[config.mk]
export PLATFORM = sky130hd
export DESIGN_NAME = hatch_ctrl
export DESIGN_NICKNAME = d
export VERILOG_FILES = /design/src/rtl/hatch_ctrl.sv
export SDC_FILE = /design/constraint.sdc
export NUM_CORES = 1
export LEC_CHECK = 0
export BUFFER_PORTS_ARGS = -buffer_cell sky130_fd_sc_hd__buf_2
export CAP_MARGIN = 20
export CELL_PAD_IN_SITES_DETAIL_PLACEMENT = 1
export CELL_PAD_IN_SITES_GLOBAL_PLACEMENT = 1
export CORE_MARGIN = 3
export CORE_UTILIZATION = 46
export CTS_BUF_LIST = sky130_fd_sc_hd__clkbuf_8 sky130_fd_sc_hd__clkbuf_16
export CTS_CLUSTER_SIZE = 40
export DETAILED_ROUTE_END_ITERATION = 8
export GPL_TIMING_DRIVEN = 0
export HOLD_SLACK_MARGIN = 0.03
export MAX_ROUTING_LAYER = met4
export PLACE_DENSITY = 0.92
export SYNTH_ARGS = -nofsm -noshare
export SYNTH_HDL_FRONTEND = slang
export SYNTH_SLANG_ARGS = --single-unit
export TNS_END_PERCENT = 30
[constraint.sdc]
create_clock -name clk -period 4.1 [get_ports clk]
set_clock_uncertainty 0.2 [all_clocks]
set_input_delay 0.205 -clock clk [delete_from_list [all_inputs] [get_ports clk]]
set_output_delay 0.205 -clock clk [all_outputs]
set_load 0.02 [all_outputs]
[src/rtl/hatch_ctrl.sv]
// Incubation sequencer: walks the display stage number 0..LAST_STAGE on a 1 s
// time base, pausing on abnormal temperature and failing if the fault persists.
module hatch_ctrl #(
    parameter int CLK_DIV    = 1000,
    parameter int STAGE_SEC  = 5,
    parameter int COLD_LIMIT = 10,
    parameter int LAST_STAGE = 11
) (
    input  logic       clk,
    input  logic       rst,
    input  logic       st,
    input  logic       temp,
    output logic [3:0] num,
    output logic [7:0] stage_sec,
    output logic [7:0] fault_sec,
    output logic       run,
    output logic       adv,
    output logic       hatched,
    output logic       failed,
    output logic [2:0] dbg_state
);

    localparam int PW = (CLK_DIV > 1) ? $clog2(CLK_DIV) : 1;

    typedef enum logic [2:0] {
        S_IDLE,
        S_INCUBATE,
        S_PAUSE,
        S_HATCHED,
        S_FAIL
    } state_t;

    state_t        state_q, state_d;
    logic [PW-1:0] presc_q, presc_d;
    logic [3:0]    num_q, num_d;
    logic [7:0]    stage_q, stage_d;
    logic [7:0]    fault_q, fault_d;
    logic          run_q, adv_q, adv_d, hatched_q, failed_q;
    logic          tick;

    assign tick = (presc_q == PW'(CLK_DIV - 1));

    always_comb begin
        state_d = state_q;
        presc_d = '0;
        num_d   = num_q;
        stage_d = stage_q;
        fault_d = fault_q;
        adv_d   = 1'b0;
        if (!st) begin
            state_d = S_IDLE;
            num_d   = '0;
            stage_d = '0;
            fault_d = '0;
        end else begin
            case (state_q)
                S_IDLE: state_d = S_INCUBATE;
                S_INCUBATE: begin
                    presc_d = tick ? '0 : presc_q + PW'(1);
                    // Abnormal temperature wins over a coincident tick.
                    if (temp) begin
                        state_d = S_PAUSE;
                    end else if (tick) begin
                        if (stage_q == 8'(STAGE_SEC - 1)) begin
                            stage_d = '0;
                            num_d   = num_q + 4'd1;
                            adv_d   = 1'b1;
                            if (num_q + 4'd1 == 4'(LAST_STAGE)) begin
                                state_d = S_HATCHED;
                                presc_d = '0;
                            end
                        end else if (stage_q != 8'hFF) begin
                            stage_d = stage_q + 8'd1;
                        end
                    end
                end
                S_PAUSE: begin
                    presc_d = tick ? '0 : presc_q + PW'(1);
                    if (tick && fault_q != 8'hFF) fault_d = fault_q + 8'd1;
                    // The tick is counted before a temperature recovery is honoured.
                    if (tick && fault_q == 8'(COLD_LIMIT - 1)) begin
                        state_d = S_FAIL;
                        presc_d = '0;
                    end else if (!temp) begin
                        state_d = S_INCUBATE;
                        fault_d = '0;
                    end
                end
                S_HATCHED, S_FAIL: state_d = state_q;
                default: state_d = S_IDLE;
            endcase
        end
    end

    always_ff @(posedge clk or posedge rst) begin
        if (rst) begin
            state_q   <= S_IDLE;
            presc_q   <= '0;
            num_q     <= '0;
            stage_q   <= '0;
            fault_q   <= '0;
            run_q     <= 1'b0;
            adv_q     <= 1'b0;
            hatched_q <= 1'b0;
            failed_q  <= 1'b0;
        end else begin
            state_q   <= state_d;
            presc_q   <= presc_d;
            num_q     <= num_d;
            stage_q   <= stage_d;
            fault_q   <= fault_d;
            run_q     <= (state_d == S_INCUBATE);
            adv_q     <= adv_d;
            hatched_q <= (state_d == S_HATCHED);
            failed_q  <= (state_d == S_FAIL);
        end
    end

    assign num       = num_q;
    assign stage_sec = stage_q;
    assign fault_sec = fault_q;
    assign run       = run_q;
    assign adv       = adv_q;
    assign hatched   = hatched_q;
    assign failed    = failed_q;
    assign dbg_state = state_q;

endmodule

==> results.sh, run 1 <==
export IMPL_postCtsSetupRepairBufs=0
export IMPL_htree_num_levels=2
export IMPL_p_total_uw=833
export IMPL_worstPathArrival_ns=2.57
export IMPL_portBuffers=29
export IMPL_synth_distinct_cells=47
export IMPL_synthesis_area_sq_um=2060
export IMPL_startpoint_type="flip-flop"
export IMPL_drive_gt1_frac=0.181
export IMPL_vias=1775
export IMPL_final_core_utilization=0.582
export IMPL_layout_common_cells="dfrtp_1 (37), buf_2 (31), nor2_1 (28), nand2_1 (20), nand3_1 (16)"
export IMPL_routed_wirelength_um=5200
export IMPL_cp_end_kind="flip-flop"
export IMPL_whs_ns=0.115
export IMPL_grt_overflow_total=0
export IMPL_synthCells=221
export IMPL_required_ns=4.12
export IMPL_ios=31
export IMPL_finalCriticalPeriod_ns=2.55
export IMPL_core_area_sq_um=4140
export IMPL_tns_ns=0
export IMPL_cts_resized=0
export IMPL_antenna_left=0
export IMPL_dieHeight_um=72.9
export IMPL_period_share=0.622
export IMPL_clk_latency_ns=0.30
export IMPL_syn_to_final_growth_pct=17.1
export IMPL_slew_limit_headroom=0.312
export IMPL_fp_row_count=23
export IMPL_cts_sinks=37
export IMPL_ys_seq_area_frac=0.450
export IMPL_fp_dieW_um=72.9
export IMPL_syn_area_per_cell_sq_um=9.32
export IMPL_cts_tree="done"
export IMPL_wire_per_inst_um=16.8
export IMPL_vdd_ir_drop_max_mv=0.181
export IMPL_rsz0062_at_grt="false"
export IMPL_layout_nets=269
export IMPL_grt_usage=0.226
export IMPL_ff_latch_area_sq_um=926
export IMPL_post_route_drc_count=0
export IMPL_status="finished, final reports clean"
export IMPL_dieArea_sq_um=5320
export IMPL_hold_violations=0
export IMPL_place_gp_congestion=0.756
export IMPL_holdCritPathClass="in -> reg"
export IMPL_cp_max_fo=9
export IMPL_multi_input_comb_area_sq_um=1060
export IMPL_yosysWarningCount=0
export IMPL_antenna_found_initial=0
export IMPL_antenna_cells=0
export IMPL_synth_ff_latch_count=37
export IMPL_setup_viol=0
export IMPL_clk_pin_slew_worst_paths_ns=0.08
export IMPL_critPathKind="reg -> reg"
export IMPL_root_buffer="clkbuf_8"
export IMPL_maxSlewViolCount=0
export IMPL_vias_per_cell=5.74
export IMPL_fmax_mhz=392
export IMPL_layout_commonest_cell="dfrtp_1"
export IMPL_grt_max_degree=38
export IMPL_start_util=0.497
export IMPL_post_dp_hpwl_um=3720
export IMPL_first_pass_iters=4
export IMPL_worstMarginPinSlew_ns=1.02
export IMPL_syn_nets=232
export IMPL_grt_pass1_vias=1898
export IMPL_drt_iter0_markers=75
export IMPL_cts_buffer_depth=2
export IMPL_leakagePower_nw=1.08
export IMPL_max_cap_violations=0
export IMPL_grt_pass1_wl_um=8870
export IMPL_fillers=493
export IMPL_numCtsBuffers=5
export IMPL_power_density_nw_per_um2=345
[cells in the mapped netlist, drive strengths merged]
cell     instances  area (sq um)
nand4b           2          17.5
nor3b            1          7.51
and3b            1          8.76
inv             12          45.0
nor4b            2          17.5
or4b             2          20.0
nand2           20          75.1
a41oi            2          17.5
nand4            5          31.3
buf              2          10.0
nand3b           3          26.3
and4             2          17.5
a21oi            5          25.0
or4              1          7.51
nor4             4          25.0
a221o            1          10.0
o31ai            3          22.5
a2111o           1          11.3
o21ai            8          40.0
or2              2          12.5
nand3           17          90.1
nor2b            3          18.8
or3              3          18.8
o41ai            3          45.1
o211ai           3          22.5
xor2             9          78.8
o21bai           1          7.51
clkbuf           4          16.3
dfrtp           37           926
clkinv           1          3.75
a21boi           1          7.51
nand2b           1          6.26
ha               7          87.6
mux2i            2          20.0
nor3             5          25.0
or3b             1          8.76
and3             5          31.3
nor2            29           111
o2111ai          2          17.5
and2b            1          7.51
xnor2            7          61.3
[what timing repair did]
| item | 4_1_cts | 5_1_grt |
|---|---|---|
| setup endpoints to repair | 0 | 0 |
| hold endpoints to repair | 37 | 0 |
| hold buffers | 1 | 0 |
[layer usage]
layer,global-route usage,vias up,wire length [um]
li1,-,859,-
met1,0.258,883,2250
met2,0.388,25,2710
met3,0.0523,8,165
met4,0.0758,0,74
met5,-,-,0
[path summary, 6_finish.rpt]
check | start | to | slack (ns) | depth (start not counted)
max | presc_q[0] | fault_sec[1] | 1.55 | 7
min | temp | dbg_state[0] | 0.11 | 3
max reg2reg | presc_q[0] | fault_sec[1] | 1.55 | 7
min reg2reg | presc_q[0] | presc_q[0] | 0.30 | 1
max in group asynchronous | rst | stage_sec[3] | 2.81 | 3
min in group asynchronous | rst | dbg_state[2] | 0.39 | 3
[metrics by stage]
step / instance area (sq um) / setup WS [ns] / instances
after floorplan: 2060 / 1.71 / 221
after global placement: 2270 / 1.63 / 300
after detailed placement: 2270 / 1.50 / 300
after CTS: 2410 / 1.48 / 309
after global routing: 2410 / 1.35 / 309
final: 2410 / 1.55 / 309
[where the power goes]
part | switching (mW) | internal [mW]
combinational | 0.0459 | 0.0210
sequential | 0.00986 | 0.372
clock | 0.142 | 0.242
[final cells by class]
cell class / count / share of cell area
Multi-Input combinational cell: 165 / 0.439
Sequential cell: 37 / 0.384
Timing Repair Buffer: 30 / 0.0643
Clock buffer: 5 / 0.0285
Clock inverter: 3 / 0.0270
Tap cell: 50 / 0.0259
Inverter: 13 / 0.0202
Buffer: 6 / 0.0109
[sequential cells by signal, indices dropped and copies added (netlist names)]
register and count:
num 4, hatched 1, fault_sec 8, adv 1, stage_sec 8, presc_q 10, failed 1, run 1
dbg_state 3
[cell families (layout without fill, tap and decap cells)]
logic type	Yosys count	after routing	synth area share
adder cells (fa/ha/maj)	7	7	0.0425
XOR/XNOR	16	16	0.0680
flip-flops	37	37	0.450
AO/OA/AOI/OAI	30	30	0.110
AND/OR/NAND/NOR	110	110	0.284
buffers and inverters	19	57	0.0364
multiplexers	2	2	0.00972
[critical path, cell delays in order, from the launching register on]
cell      delay [ns]
dfrtp_1         0.40
ha_1            0.24
nand3b_2        0.16
or3_1           0.37
buf_2           0.18
o21bai_1        0.36
o21ai_0         0.34
a21oi_1         0.23
Note: power is estimated with default switching activity, not from simulation.
==> inputs of run 2 (changes only) <==
- ABC_AREA: unset -> 1
- CORE_UTILIZATION: 46 -> 42
- PLACE_DENSITY: 0.92 -> 0.87
- clock period: 4.1 -> 2.64 ns (I/O delays scaled with it)
==> run 2 against run 1 <==
  * Clock power grew 34%
  * Area after synthesis grew 11%
  * Sequential cell count is the same
  * Via count grew 14%
  * Power grew 55%
  * Sequential share of layout area shrank 3.4 points
  * Clock-buffer cell count grew 1
  * Critical path depth grew 3
  * Global-route usage shrank 2.5 points
  * Worst hold slack lost 0.054 ns
  * Cell count grew 30%
  * Largest power group is now sequential cells
==> results.sh, run 2 <==
export IMPL_status="finished, final reports clean"
export IMPL_layout_nets=342
export IMPL_rsz0062_at_grt="false"
export IMPL_numCtsBuffers=5
export IMPL_htree_num_levels=2
export IMPL_hold_violations=0
export IMPL_synth_async_reset_ratio=1.00
export IMPL_power_density_nw_per_um2=487
export IMPL_synthesis_area_sq_um=2280
export IMPL_required_ns=2.65
export IMPL_post_dp_hpwl_um=4170
export IMPL_synth_enable_flop_cells=0
export IMPL_place_gp_congestion=0.826
export IMPL_syn_to_final_growth_pct=16.2
export IMPL_cts_sinks=37
export IMPL_yosysMostFrequentCell="nand2_1"
export IMPL_syn_area_per_cell_sq_um=7.78
export IMPL_yosysWarningCount=0
export IMPL_period_share=0.795
export IMPL_fmax_mhz=477
export IMPL_largest_reg_flops=10
export IMPL_post_route_drc_count=0
export IMPL_vias_per_cell=5.04
export IMPL_synth_top_area_frac=0.406
export IMPL_max_cap_violations=0
export IMPL_leakagePower_nw=1.29
export IMPL_drt_iter0_markers=123
export IMPL_grt_max_degree=38
export IMPL_antenna_cells=0
export IMPL_synth_top_area_cell="dfrtp_1"
export IMPL_root_buffer="clkbuf_8"
export IMPL_fp_dieW_um=79.7
export IMPL_core_area_sq_um=5170
export IMPL_antenna_found_initial=0
export IMPL_cts_resized=0
export IMPL_startpoint_type="flip-flop"
export IMPL_largest_register="presc_q"
export IMPL_finalCriticalPeriod_ns=2.10
export IMPL_dieArea_sq_um=6340
export IMPL_portBuffers=29
export IMPL_ys_seq_area_frac=0.406
export IMPL_final_cell_area_sq_um=2650
export IMPL_synth_ff_type="dfrtp_1"
export IMPL_cts_buffer_depth=2
export IMPL_grt_pass1_wl_um=9730
export IMPL_grt_usage=0.201
export IMPL_cp_max_fo=5
export IMPL_post_dp_cell_area_sq_um=2510
export IMPL_vias=2027
export IMPL_grt_pass1_vias=2146
export IMPL_worstMarginPinSlew_ns=0.800
export IMPL_clk_pin_slew_worst_paths_ns=0.07
export IMPL_layout_common_cells="nand2_1 (67), inv_1 (37), nor2_1 (37), dfrtp_1 (37), buf_2 (31)"
export IMPL_start_util=0.440
export IMPL_vdd_ir_drop_max_mv=0.323
export IMPL_routed_wirelength_um=5520
export IMPL_critPathKind="reg -> reg"
export IMPL_clk_latency_ns=0.30
export IMPL_antenna_left=0
export IMPL_netlist_top_cells_area="dfrtp_1 (41%), nand2_1 (11%), inv_1 (6.1%), nor2_1 (6.1%), nand3_1 (5.9%)"
export IMPL_synthCells=293
export IMPL_holdCritPathClass="in -> reg"
export IMPL_synth_distinct_cells=33
export IMPL_synth_ff_latch_count=37
export IMPL_layout_commonest_cell="nand2_1"
export IMPL_maxSlewViolCount=0
export IMPL_fillers=671
export IMPL_reg2reg_slack_ns=0.54
export IMPL_postCtsSetupRepairBufs=0
export IMPL_cp_end_kind="flip-flop"
export IMPL_first_pass_iters=4
export IMPL_worstPathArrival_ns=2.11
export IMPL_tns_ns=0
export IMPL_cts_hold_buffers=2
export IMPL_wire_per_inst_um=13.7
export IMPL_ios=31
export IMPL_fp_row_count=26
export IMPL_syn_nets=304
export IMPL_slew_limit_headroom=0.466
export IMPL_cts_tree="done"
export IMPL_setup_viol=0
export IMPL_grt_overflow_total=0
export IMPL_drive_gt1_frac=0.214
export IMPL_synth_commonest_cells="nand2_1 (67), dfrtp_1 (37), inv_1 (37), nor2_1 (37), nand3_1 (27)"
export IMPL_dieHeight_um=79.7
run 2: cell types whose count changed in the layout (fill, tap and decap cells not counted), sizes merged, moves of 4 or more:
cell   previous run  this run
nand2            20        74
inv              12        39
nor2             29        44
nand3            17        31
o21ai             8        16
and3              5         0
nor3              5        10
nor4              4         0
xnor2             7         3
run 2: logic make-up (layout without fill, tap and decap cells):
logic type | Yosys count | in the layout | synth area share
xor gates and xnor gates | 9 | 9 | 0.0346
DFF | 37 | 37 | 0.406
and+or+nand+nor | 166 | 166 | 0.349
buffers and inverters | 43 | 82 | 0.0769
AOI/OAI and AO/OA | 31 | 31 | 0.0945
adders and majority gates | 7 | 7 | 0.0384
run 2: power by group:
part,total [mW],switching (mW),leakage (nW),internal [mW]
Sequential,0.608,0.0230,0.509,0.585
Clock,0.515,0.211,0.0626,0.304
Combinational,0.167,0.115,0.721,0.0520
run 2: final cells by class:
cell class              count  area (sq um)  area share
clock buffers               6          82.6      0.0312
flip-flops and latches     37           926       0.350
multi-input cells         213          1180       0.445
plain buffers               4          28.8      0.0109
well taps                  70          87.6      0.0331
clock inverters             2          33.8      0.0128
repair buffers             31           165      0.0624
inverters                  39           146      0.0553
run 2: path summary, 6_finish.rpt:
| kind | cells after the start | to | start |
|---|---|---|---|
| max | 10 | hatched | presc_q[0] |
| min | 6 | run | temp |
| max reg2reg | 10 | hatched | presc_q[0] |
| min reg2reg | 1 | presc_q[0] | presc_q[0] |
| max in group asynchronous | 3 | fault_sec[3] | rst |
| min in group asynchronous | 3 | num[3] | rst |
run 2: metal layers:
layer  track usage  vias up  part of all wire
li1              -     1015                 -
met1         0.238      978              0.46
met2         0.341       28              0.49
met3        0.0418        6             0.033
met4        0.0636        0             0.014
met5             -        -                 0
run 2: metrics by stage:
| step | utilization | power, mW | instances | hold slack (ns) | setup slack, ns |
|---|---|---|---|---|---|
| 2_1_floorplan | - | 0.736 | 293 | 0.112 | 0.823 |
| 3_3_place_gp | 0.485 | 0.780 | 392 | 0.308 | 0.616 |
| 3_5_place_dp | 0.485 | 0.786 | 392 | 0.145 | 0.585 |
| 4_1_cts | 0.512 | 1.31 | 402 | 0.0473 | 0.547 |
| 5_1_grt | 0.512 | 1.35 | 402 | 0.0945 | 0.390 |
| 6_report | 0.512 | 1.29 | 402 | 0.0606 | 0.542 |
run 2: worst max-delay path, stage by stage (launching register included):
cell and delay, ns:
dfrtp_1 0.43, ha_1 0.25, nand2_2 0.11, clkinv_1 0.17, nand2_1 0.11, nor2_1 0.05
nand3_1 0.11, nand3_1 0.22, nand2_1 0.12, nand2_1 0.09, a21oi_1 0.17
